`src/rtl/ws2812_pkg.sv`:
```
// Shared constants, FSM encoding and pixel expansion for the WS2812 strip engine.
package ws2812_pkg;
    localparam int PIX_W      = 20;
    localparam int GRB_W      = 24;
    localparam int T0H_DEF    = 40;
    localparam int T1H_DEF    = 80;
    localparam int TBIT_DEF   = 125;
    localparam int TLATCH_DEF = 28000;

    typedef enum logic [1:0] {
        ST_IDLE  = 2'd0,
        ST_PRIME = 2'd1,
        ST_SEND  = 2'd2,
        ST_LATCH = 2'd3
    } state_t;

    // {R7,G7,B6} -> GRB888 by replicating the MSBs into the missing LSBs
    function automatic logic [GRB_W-1:0] pix_to_grb(input logic [PIX_W-1:0] pix);
        logic [6:0] r;
        logic [6:0] g;
        logic [5:0] b;
        r = pix[19:13];
        g = pix[12:6];
        b = pix[5:0];
        return {g, g[6], r, r[6], b, b[5:4]};
    endfunction
endpackage

```
`src/rtl/ws2812_if.sv`:
```
// Strip-region RAM read port between the engine (master) and main RAM (slave).
interface ws2812_if #(
    parameter int NUM_STRIPS = 4,
    parameter int ADDR_W     = 8
);
    import ws2812_pkg::*;

    logic [ADDR_W-1:0]           strip_raddr;
    logic                        strip_re;
    logic [NUM_STRIPS*PIX_W-1:0] strip_rdata;

    modport master (output strip_raddr, output strip_re, input strip_rdata);
    modport slave  (input strip_raddr, input strip_re, output strip_rdata);
endinterface

```
`src/rtl/ws2812_bit_timer.sv`:
```
// Shared WS2812 bit-period timer: cycle counter within a bit plus bit index within a pixel.
module ws2812_bit_timer
    import ws2812_pkg::*;
#(
    parameter int T0H  = T0H_DEF,
    parameter int T1H  = T1H_DEF,
    parameter int TBIT = TBIT_DEF
) (
    input  logic       sys_clk,
    input  logic       rst_n,
    input  logic       i_run,
    output logic       o_phase_hi0,
    output logic       o_phase_hi1,
    output logic       o_bit_start,
    output logic       o_bit_end,
    output logic [4:0] o_bit_idx
);
    localparam int CW = $clog2(TBIT);

    logic [CW-1:0] r_cnt;
    logic [4:0]    r_idx;

    always_ff @(posedge sys_clk or negedge rst_n) begin
        if (!rst_n) begin
            r_cnt <= '0;
            r_idx <= '0;
        end else if (!i_run) begin
            r_cnt <= '0;
            r_idx <= '0;
        end else if (r_cnt == CW'(TBIT - 1)) begin
            r_cnt <= '0;
            r_idx <= (r_idx == 5'(GRB_W - 1)) ? 5'd0 : r_idx + 5'd1;
        end else begin
            r_cnt <= r_cnt + 1'b1;
        end
    end

    assign o_phase_hi0 = (r_cnt < CW'(T0H));
    assign o_phase_hi1 = (r_cnt < CW'(T1H));
    assign o_bit_start = (r_cnt == '0);
    assign o_bit_end   = (r_cnt == CW'(TBIT - 1));
    assign o_bit_idx   = r_idx;
endmodule

```
`src/rtl/ws2812_engine.sv`:
```
// Reads one word per pixel from the strip RAM region per FTDI frame and drives all
// strips in lock-step with WS2812 waveforms, followed by a low latch gap.
//
// state    | meaning
// ST_IDLE  | lines low, waiting for start pulse or pending frame
// ST_PRIME | read word 0 (cycle 1), load shift regs from rdata (cycle 2)
// ST_SEND  | shifting 24 bits per pixel; prefetch next word during bit 23
// ST_LATCH | lines low for TLATCH cycles
module ws2812_engine
    import ws2812_pkg::*;
#(
    parameter int NUM_STRIPS = 4,
    parameter int NUM_PIXELS = 256,
    parameter int ADDR_W     = 8,
    parameter int T0H        = T0H_DEF,
    parameter int T1H        = T1H_DEF,
    parameter int TBIT       = TBIT_DEF,
    parameter int TLATCH     = TLATCH_DEF
) (
    input  logic                  sys_clk,
    input  logic                  rst_n,
    input  logic                  i_full_ftdi,
    ws2812_if.master              bus,
    output logic [NUM_STRIPS-1:0] o_strip_out,
    output logic                  o_busy
);
    localparam int LW = $clog2(TLATCH + 1);

    state_t                      r_state;
    logic                        r_sync1, r_sync2, r_sync3, r_start;
    logic                        r_re, r_re_d, r_prime_ld, r_have_next, r_pending, r_busy;
    logic [ADDR_W-1:0]           r_raddr;
    logic [LW-1:0]               r_latch_cnt;
    logic [GRB_W-1:0]            r_shift [NUM_STRIPS];
    logic [NUM_STRIPS*PIX_W-1:0] r_pref;
    logic [NUM_STRIPS-1:0]       r_out;

    logic       w_hi0, w_hi1, w_bit_start, w_bit_end;
    logic [4:0] w_bit_idx;

    ws2812_bit_timer #(.T0H(T0H), .T1H(T1H), .TBIT(TBIT)) u_bit_timer (
        .sys_clk     (sys_clk),
        .rst_n       (rst_n),
        .i_run       (r_state == ST_SEND),
        .o_phase_hi0 (w_hi0),
        .o_phase_hi1 (w_hi1),
        .o_bit_start (w_bit_start),
        .o_bit_end   (w_bit_end),
        .o_bit_idx   (w_bit_idx)
    );

    // full_ftdi comes from the clk_60 domain; start is a registered rising edge
    always_ff @(posedge sys_clk or negedge rst_n) begin
        if (!rst_n) begin
            r_sync1 <= 1'b0;
            r_sync2 <= 1'b0;
            r_sync3 <= 1'b0;
            r_start <= 1'b0;
        end else begin
            r_sync1 <= i_full_ftdi;
            r_sync2 <= r_sync1;
            r_sync3 <= r_sync2;
            r_start <= r_sync2 & ~r_sync3;
        end
    end

    always_ff @(posedge sys_clk or negedge rst_n) begin
        if (!rst_n) begin
            r_state     <= ST_IDLE;
            r_re        <= 1'b0;
            r_re_d      <= 1'b0;
            r_raddr     <= '0;
            r_prime_ld  <= 1'b0;
            r_have_next <= 1'b0;
            r_pending   <= 1'b0;
            r_busy      <= 1'b0;
            r_latch_cnt <= '0;
            r_pref      <= '0;
            for (int s = 0; s < NUM_STRIPS; s++) r_shift[s] <= '0;
        end else begin
            r_re   <= 1'b0;
            r_re_d <= r_re;
            if (r_start && r_state != ST_IDLE) r_pending <= 1'b1;
            if (r_re_d && r_state == ST_SEND) r_pref <= bus.strip_rdata;
            case (r_state)
                ST_IDLE: begin
                    if (r_start || r_pending) begin
                        r_state    <= ST_PRIME;
                        r_re       <= 1'b1;
                        r_raddr    <= '0;
                        r_busy     <= 1'b1;
                        r_prime_ld <= 1'b0;
                        r_pending  <= 1'b0;
                    end
                end
                ST_PRIME: begin
                    if (!r_prime_ld) begin
                        r_prime_ld <= 1'b1;
                    end else begin
                        for (int s = 0; s < NUM_STRIPS; s++)
                            r_shift[s] <= pix_to_grb(bus.strip_rdata[s*PIX_W +: PIX_W]);
                        r_have_next <= 1'b0;
                        r_state     <= ST_SEND;
                    end
                end
                ST_SEND: begin
                    if (w_bit_start && w_bit_idx == 5'(GRB_W - 1) &&
                        r_raddr < ADDR_W'(NUM_PIXELS - 1)) begin
                        r_re        <= 1'b1;
                        r_raddr     <= r_raddr + 1'b1;
                        r_have_next <= 1'b1;
                    end
                    if (w_bit_end) begin
                        if (w_bit_idx != 5'(GRB_W - 1)) begin
                            for (int s = 0; s < NUM_STRIPS; s++)
                                r_shift[s] <= {r_shift[s][GRB_W-2:0], 1'b0};
                        end else if (r_have_next) begin
                            for (int s = 0; s < NUM_STRIPS; s++)
                                r_shift[s] <= pix_to_grb(r_pref[s*PIX_W +: PIX_W]);
                            r_have_next <= 1'b0;
                        end else begin
                            r_state     <= ST_LATCH;
                            r_latch_cnt <= LW'(TLATCH - 1);
                        end
                    end
                end
                ST_LATCH: begin
                    if (r_latch_cnt == '0) begin
                        r_state <= ST_IDLE;
                        r_busy  <= 1'b0;
                    end else begin
                        r_latch_cnt <= r_latch_cnt - 1'b1;
                    end
                end
                default: r_state <= ST_IDLE;
            endcase
        end
    end

    always_ff @(posedge sys_clk or negedge rst_n) begin
        if (!rst_n) begin
            r_out <= '0;
        end else begin
            for (int s = 0; s < NUM_STRIPS; s++)
                r_out[s] <= (r_state == ST_SEND) && (r_shift[s][GRB_W-1] ? w_hi1 : w_hi0);
        end
    end

    assign bus.strip_re    = r_re;
    assign bus.strip_raddr = r_raddr;
    assign o_strip_out     = r_out;
    assign o_busy          = r_busy;
endmodule

```
`src/flat_wrapper.sv`:
```
// flat-port wrapper written by rule: the top's interface ports become plain ports
module ws2812_engine_flat import ws2812_pkg::*;
#(
    parameter int NUM_STRIPS = 4,
    parameter int NUM_PIXELS = 256,
    parameter int ADDR_W     = 8,
    parameter int T0H        = T0H_DEF,
    parameter int T1H        = T1H_DEF,
    parameter int TBIT       = TBIT_DEF,
    parameter int TLATCH     = TLATCH_DEF
)
  (sys_clk, rst_n, i_full_ftdi, o_strip_out, o_busy, bus_strip_raddr, bus_strip_re, bus_strip_rdata);
  ws2812_if #(.NUM_STRIPS(NUM_STRIPS), .ADDR_W(ADDR_W)) bus_i ();
  input  logic sys_clk;
  input  logic rst_n;
  input  logic i_full_ftdi;
  output logic [NUM_STRIPS-1:0] o_strip_out;
  output logic o_busy;
  output wire logic [$bits(bus_i.strip_raddr)-1:0] bus_strip_raddr;
  output wire logic [$bits(bus_i.strip_re)-1:0] bus_strip_re;
  input wire logic [$bits(bus_i.strip_rdata)-1:0] bus_strip_rdata;
  assign bus_strip_raddr = bus_i.strip_raddr;
  assign bus_strip_re = bus_i.strip_re;
  assign bus_i.strip_rdata = bus_strip_rdata;
  ws2812_engine #(.NUM_STRIPS(NUM_STRIPS), .NUM_PIXELS(NUM_PIXELS), .ADDR_W(ADDR_W), .T0H(T0H), .T1H(T1H), .TBIT(TBIT), .TLATCH(TLATCH)) u_core (.sys_clk(sys_clk), .rst_n(rst_n), .i_full_ftdi(i_full_ftdi), .bus(bus_i), .o_strip_out(o_strip_out), .o_busy(o_busy));
endmodule
```
`config.mk`:
```
export PLATFORM = sky130hd
export DESIGN_NAME = ws2812_engine_flat
export DESIGN_NICKNAME = d
export VERILOG_FILES = /design/src/rtl/ws2812_pkg.sv /design/src/rtl/ws2812_if.sv /design/src/rtl/ws2812_bit_timer.sv /design/src/rtl/ws2812_engine.sv /design/src/flat_wrapper.sv
export SDC_FILE = /design/constraint.sdc
export NUM_CORES = 1
export LEC_CHECK = 0
export CORE_MARGIN = 4
export CORE_UTILIZATION = 62
export DETAILED_ROUTE_END_ITERATION = 8
export GPL_ROUTABILITY_DRIVEN = 0
export PLACE_DENSITY = 0.9
export SETUP_SLACK_MARGIN = 0.05
export SYNTH_ARGS = -nofsm -noshare
export SYNTH_HDL_FRONTEND = slang
export SYNTH_SLANG_ARGS = --single-unit
```
`constraint.sdc`:
```
create_clock -name sys_clk -period 4.85 [get_ports sys_clk]
set_input_delay 0.485 -clock sys_clk [delete_from_list [all_inputs] [get_ports sys_clk]]
set_output_delay 0.485 -clock sys_clk [all_outputs]
set_load 0.02 [all_outputs]
```
==> qor.yml, run 1 <==
synth_nets: 1214
grtUsageTotal_pct: 25.6
postSynthAreaPerCell_um2: 9.46
netlist_area_um2: 10600
slowest_stage: "a211o_4"
drive_gt1_share_pct: 11.7
fin_crit_ns: 3.32
tightest_slew_ns: 1.24
synth_edf_count: 0
synth_top_flop_cell: "dfrtp_1"
ys_ff_latch: 227
ir_worst_vdd_mv: 0.581
cp_top_family: "buffers and inverters"
r2r-end: "u_core.r_shift[74]"
worst-path-buf-inv: 3
grt_max_degree: 146
whs_ns: 0.116
cp-end-kind: "register"
cts_setup_buffers: 0
core_um2: 16700
critPathLaunchType: "register"
clock_latency_ns: 0.51
max_freq_mhz: 301
drv_cap: 0
multi_input_area_um2: 4650
drc_errors: 0
die_h_um: 139
finalCritPeriodShare_pct: 68.5
crit_chain: "inv_1, ha_4, buf_4, a211o_4, buf_4, o21ai_0"
dr.first_iter.drc_count: 739
post_cts_resized: 0
reg2reg_slack_ns: 1.53
synth_commonest_cells: "nand2_1 (258), dfrtp_1 (227), o21ai_0 (158)"
setup_viol: 0
drtAntennaViolNets: 0
drv_slew: 0
drt-pass1-iter-count: 6
setup_tns_ns: 0
critical_path_arrival_ns: 3.68
ctsLongestPathBuffers: 3
reg2reg_from: "u_core.r_state[0]"
hold_violations: 0
fin_worst_skew_ns: 0.0144
grt_setup_unrepaired: "no"
maxSlewHeadroom_pct: 16.9
power.total_w: 0.00803
path_max_fanout: 93
yosysWarnings: 0
num_vias: 8629
cp_data_required_time_ns: 5.20
ios: 97
hpwl_um: 14900
grt_pass1_vias: 8691
htreeDepth: 1
ys_async_sr_fraction_pct: 100
nFillCells: 1081
hold_buffers: 0
cts_tree: "built"
clk_pin_slew_ns: 0.06
rows: 47
clockRootBuffer: "clkbuf_16"
max_stage_delay_ns: 0.77
crit_type: "reg2reg"
n_antenna_cell: 0
antenna_found_initial: 0
synth_top_cell_area_share_pct: 53.5
power_leakage_nw: 5.39
regArea_um2: 5680
cts_made_buffers: 23
rr_worst_depth: 6
vias_per_cell: 6.09
synth.distinct_cells: 53
routed_wl_um: 24600
cts.sinks: 227
seq_area_frac_synth_pct: 53.5
synth_area_leader_cell: "dfrtp_1"
avgRoutedWirePerCell_um: 17.4
start_util_pct: 63.6
die_w_um: 139
synth.area.top_cells: "dfrtp_1 (53%), nand2_1 (9.1%), mux2_2 (8.5%)"
yosysMostFrequentCell: "nand2_1"
crit_top_cell: "buf_4"
power.density_nw_per_um2: 639
fin_nets: 1272
portBuffers: 96
grt_pass1_wl_um: 41700
hold_class: "in2async"
dieArea_um2: 19300
grt_overflow: 0
syn_inst: 1122
status: "finished, final reports clean"
syn_to_final_growth_pct: 18.3
logic make-up after synthesis:
logic type               after synthesis  share of synthesized area [%]
AO/OA/AOI/OAI                        245                           13.0
XOR/XNOR                              15                           1.24
adder cells (fa/ha/maj)                9                           1.06
buffers and inverters                 82                           3.03
flip-flops                           227                           53.5
multiplexers                          82                           8.67
AND/OR/NAND/NOR                      462                           19.5
placed cells by master (no fill, tap or decap), drive strengths merged, types with 5 or more instances in the layout:
cell,count
buf,9
nand4,14
xor2,12
mux2,80
o21ai,170
or3,9
nor2,49
a31oi,9
o2bb2ai,8
and3,11
nand3,80
nor3,10
clkdlybuf4s50,95
ha,9
inv,11
dfrtp,227
a21oi,36
clkbuf,32
nor4,5
nand2,258
bufinv,6
state kept, by name (all words and copies together), names as in the netlist, 2 cells and up:
register	flops
u_core.u_bit_timer.r_cnt	7
u_core.r_pref	80
u_core.o_strip_out	4
u_core.u_bit_timer.o_bit_idx	5
u_core.r_latch_cnt	15
u_core.r_state	2
u_core.bus.strip_raddr	8
u_core.r_shift	96
how the worst max path moves through the flow:
| stage | startpoint | to | slack [ns] | depth (start not counted) |
|---|---|---|---|---|
| after CTS | u_core.r_state[0] | u_core.r_shift[18] | 1.56 | 6 |
| after global placement | u_core.r_state[0] | u_core.r_shift[40] | 1.75 | 6 |
| final | u_core.r_state[0] | u_core.r_shift[74] | 1.53 | 6 |
| after floorplan | u_core.u_bit_timer.r_cnt[0] | u_core.bus.strip_raddr[2] | 2.77 | 7 |
| after detailed placement | u_core.r_state[0] | u_core.r_shift[40] | 1.57 | 6 |
| after global routing | u_core.r_state[0] | u_core.r_shift[78] | 1.25 | 7 |
routing by layer:
| metal | GRT usage [%] | wire (um) |
|---|---|---|
| met4 | 8.29 | 622 |
| met5 | 0 | 0 |
| met2 | 44.0 | 12300 |
| met1 | 33.8 | 10200 |
| met3 | 3.66 | 1480 |
area by class of cell:
type / instances / area share [%]
clock inverter: 9 / 1.58
clock buffer: 32 / 5.41
timing repair buffer: 104 / 8.27
multi-input combinational: 813 / 37.0
inverter: 11 / 0.329
sequential: 227 / 45.2
tap: 220 / 2.19
metrics by stage:
stage	instance area, um^2	utilization [%]	cells	setup WS (ns)
after detailed placement	11700	70.0	1375	1.57
after CTS	12600	75.2	1416	1.56
after floorplan	10600	-	1122	2.77
after global routing	12600	75.2	1416	1.25
after global placement	11700	70.0	1375	1.75
final	12600	75.2	1416	1.53
report_power, final:
group	internal [W]	leakage (nW)	switching, W
logic	0.00110	2.20	0.00160
registers	0.00278	2.75	0.000529
clock network	0.00130	0.433	0.000738
total	0.00517	5.39	0.00287
Note: power is estimated with default switching activity, not from simulation.
==> run 2, diff against run 1 <==
--- a/config.mk
+++ b/config.mk
@@ -6,10 +6,10 @@
 export NUM_CORES = 1
 export LEC_CHECK = 0
 export CORE_MARGIN = 4
-export CORE_UTILIZATION = 62
+export CORE_UTILIZATION = 52
 export DETAILED_ROUTE_END_ITERATION = 8
 export GPL_ROUTABILITY_DRIVEN = 0
-export PLACE_DENSITY = 0.9
+export PLACE_DENSITY = 0.81
 export SETUP_SLACK_MARGIN = 0.05
 export SYNTH_ARGS = -nofsm -noshare
 export SYNTH_HDL_FRONTEND = slang
==> constraint.sdc (replaced) <==
create_clock -name sys_clk -period 2.9 [get_ports sys_clk]
set_input_delay 0.29 -clock sys_clk [delete_from_list [all_inputs] [get_ports sys_clk]]
set_output_delay 0.29 -clock sys_clk [all_outputs]
set_load 0.02 [all_outputs]
==> run 2 against run 1 <==
- cell count up 5.0%
- wire length up 0.21%
- sequential power up 66%
- worst setup slack worse by 1.2 ns
- maximum frequency up 32%
- register-to-register slack worse by 1.2 ns
- largest power group unchanged
==> qor.yml, run 2 (synthesis results as in run 1) <==
status: "finished, final reports clean"
cts.sinks: 227  # unchanged
power.density_nw_per_um2: 1060  # +65%
grt_pass1_wl_um: 41400  # -0.91%
slowest_stage: "a211o_4"
post_cts_resized: 0  # unchanged
drc_errors: 0  # unchanged
final_cell_mix: "nand2_1 (257), dfrtp_1 (227), o21ai_0 (158)"
n_antenna_cell: 0  # unchanged
drtAntennaViolNets: 0  # unchanged
max_freq_mhz: 396  # +32%
syn_to_final_growth_pct: 20.8
hold_violations: 0  # unchanged
drive_gt1_share_pct: 13.2  # +1.5 points
maxSlewHeadroom_pct: 49.8  # +33 points
vias_per_cell: 5.74  # -5.8%
power_leakage_nw: 5.51  # +2.2%
max_stage_delay_ns: 0.54  # -0.23 ns
setup_tns_ns: 0  # unchanged
routed_wl_um: 24600  # +0.21%
fin_worst_skew_ns: 0.0126  # -0.00178 ns
start_util_pct: 52.6  # -11 points
fin_crit_ns: 2.52  # -0.798 ns
critPathLaunchType: "register"
clk_pin_slew_ns: 0.06  # about the same
mostFrequentLayoutCell: "nand2_1"
drv_slew: 0  # unchanged
largest_reg_flops: 96  # unchanged
top_regs: "u_core.r_shift x96, u_core.r_pref x80, u_core.r_latch_cnt x15"
antenna_found_initial: 1  # +1
die_h_um: 151  # +8.7%
cp-end-kind: "register"
ios: 97  # unchanged
crit_type: "reg2reg"
stdcell_area_um2: 12800  # +2.1%
cts_made_buffers: 24  # +4.3%
hold_class: "in2reg"
ctsLongestPathBuffers: 3  # unchanged
htreeDepth: 1  # unchanged
grt_overflow: 0  # unchanged
dr.first_iter.drc_count: 601  # -19%
hpwl_um: 15800  # +5.7%
avgRoutedWirePerCell_um: 16.6  # -4.6%
grtUsageTotal_pct: 22.0  # -3.5 points
num_vias: 8539  # -1.0%
fin_util_pct: 63.6  # -12 points
die_w_um: 151  # +8.7%
grt_setup_unrepaired: "no"
cts_tree: "built"
finalCritPeriodShare_pct: 87.0  # +19 points
crit_chain: "ha_1, nand4b_4, o2111ai_1, a211o_4, buf_4, nand2_1, o21ai_0"
core_um2: 20200  # +21%
path_max_fanout: 48  # -48%
whs_ns: 0.220  # +0.104 ns
fin_nets: 1291  # +1.5%
critical_path_arrival_ns: 2.95  # -0.73 ns
top_register: "u_core.r_shift"
drt-pass1-iter-count: 5  # -1
dpl_cell_area_um2: 11900  # +2.1%
grt_pass1_vias: 8559  # -1.5%
rows: 52  # +11%
clock_latency_ns: 0.51  # about the same
ir_worst_vdd_mv: 0.696  # +20%
setup_viol: 0  # unchanged
cts_setup_buffers: 0  # unchanged
grt_max_degree: 85  # -42%
dieArea_um2: 22800  # +18%
portBuffers: 96  # unchanged
clockRootBuffer: "clkbuf_16"
tightest_slew_ns: 0.748  # -0.494 ns
drv_cap: 0  # unchanged
cp_data_required_time_ns: 3.32  # -1.88 ns
## run 2: changes by cell type in the layout (fill, tap and decap cells not counted), moves of 2 or more
cell	delta
buf_4	+13
clkinv_2	+5
buf_12	+4
clkbuf_16	+2
clkbuf_8	-2
## run 2: cell type report
| type | instances | area [um^2] |
|---|---|---|
| inverter | 11 | 41.3 |
| clock buffer | 31 | 698 |
| multi-input combinational | 813 | 4650 |
| timing repair buffer | 122 | 1230 |
| clock inverter | 13 | 193 |
| tap | 270 | 338 |
| sequential | 227 | 5680 |
| fill | 1592 | 7350 |
## run 2: what timing repair did
| action | in CTS | in global routing |
|---|---|---|
| setup endpoints to repair | 0 | 0 |
| hold buffers | 1 | 0 |
| hold endpoints to repair | 79 | 0 |
## run 2: power breakdown
group	internal, W	leakage (nW)	switching, W	total, W
clock network	0.00214	0.443	0.00124	0.00338
logic	0.00201	2.31	0.00268	0.00469
registers	0.00464	2.75	0.000836	0.00548
total	0.00879	5.51	0.00475	0.0135
## run 2: through the flow
stage | instances | power, W | setup slack, ns
global route | 1487 | 0.0146 | 0.108
finish | 1487 | 0.0135 | 0.376
CTS | 1487 | 0.0136 | 0.362
detailed placement | 1442 | 0.0102 | 0.404
floorplan | 1122 | 0.00872 | 0.816
global placement | 1442 | 0.00987 | 0.549
## run 2: final timing paths
| check | from | end | slack, ns | cells past startpoint |
|---|---|---|---|---|
| max in group asynchronous | rst_n | u_core.r_pref[67] | 1.71 | 3 |
| min in group asynchronous | rst_n | u_core.r_pref[43] | 0.36 | 2 |
| min reg2reg | u_core.r_sync1 | u_core.r_sync2 | 0.35 | 0 |
| min | i_full_ftdi | u_core.r_sync1 | 0.22 | 1 |
| max reg2reg | u_core.u_bit_timer.o_bit_idx[0] | u_core.r_shift[66] | 0.38 | 7 |
| max | u_core.u_bit_timer.o_bit_idx[0] | u_core.r_shift[66] | 0.38 | 7 |
## run 2: critical path: cells and delay by family (launching register included)
kind / cells / cell delay [ns]
compound gates: 3 / 1.10
simple gates: 2 / 0.41
flops: 1 / 0.39
fa+ha+maj: 1 / 0.27
buf+inv: 1 / 0.26
## run 2: metal layers
layer / vias to the layer above / track usage [%] / part of all wire, %
met5: - / 0 / 0.049
met4: 2 / 7.66 / 2.5
met3: 45 / 2.84 / 5.5
met2: 245 / 36.2 / 49
met1: 4197 / 30.4 / 43
li1: 4050 / - / -
==> run 3, diff against run 2 <==
--- a/config.mk
+++ b/config.mk
@@ -10,7 +10,6 @@
 export DETAILED_ROUTE_END_ITERATION = 8
 export GPL_ROUTABILITY_DRIVEN = 0
 export PLACE_DENSITY = 0.81
-export SETUP_SLACK_MARGIN = 0.05
 export SYNTH_ARGS = -nofsm -noshare
 export SYNTH_HDL_FRONTEND = slang
 export SYNTH_SLANG_ARGS = --single-unit
==> results of run 3 <==
Final layout, timing and power as in run 2 (identical DEF).
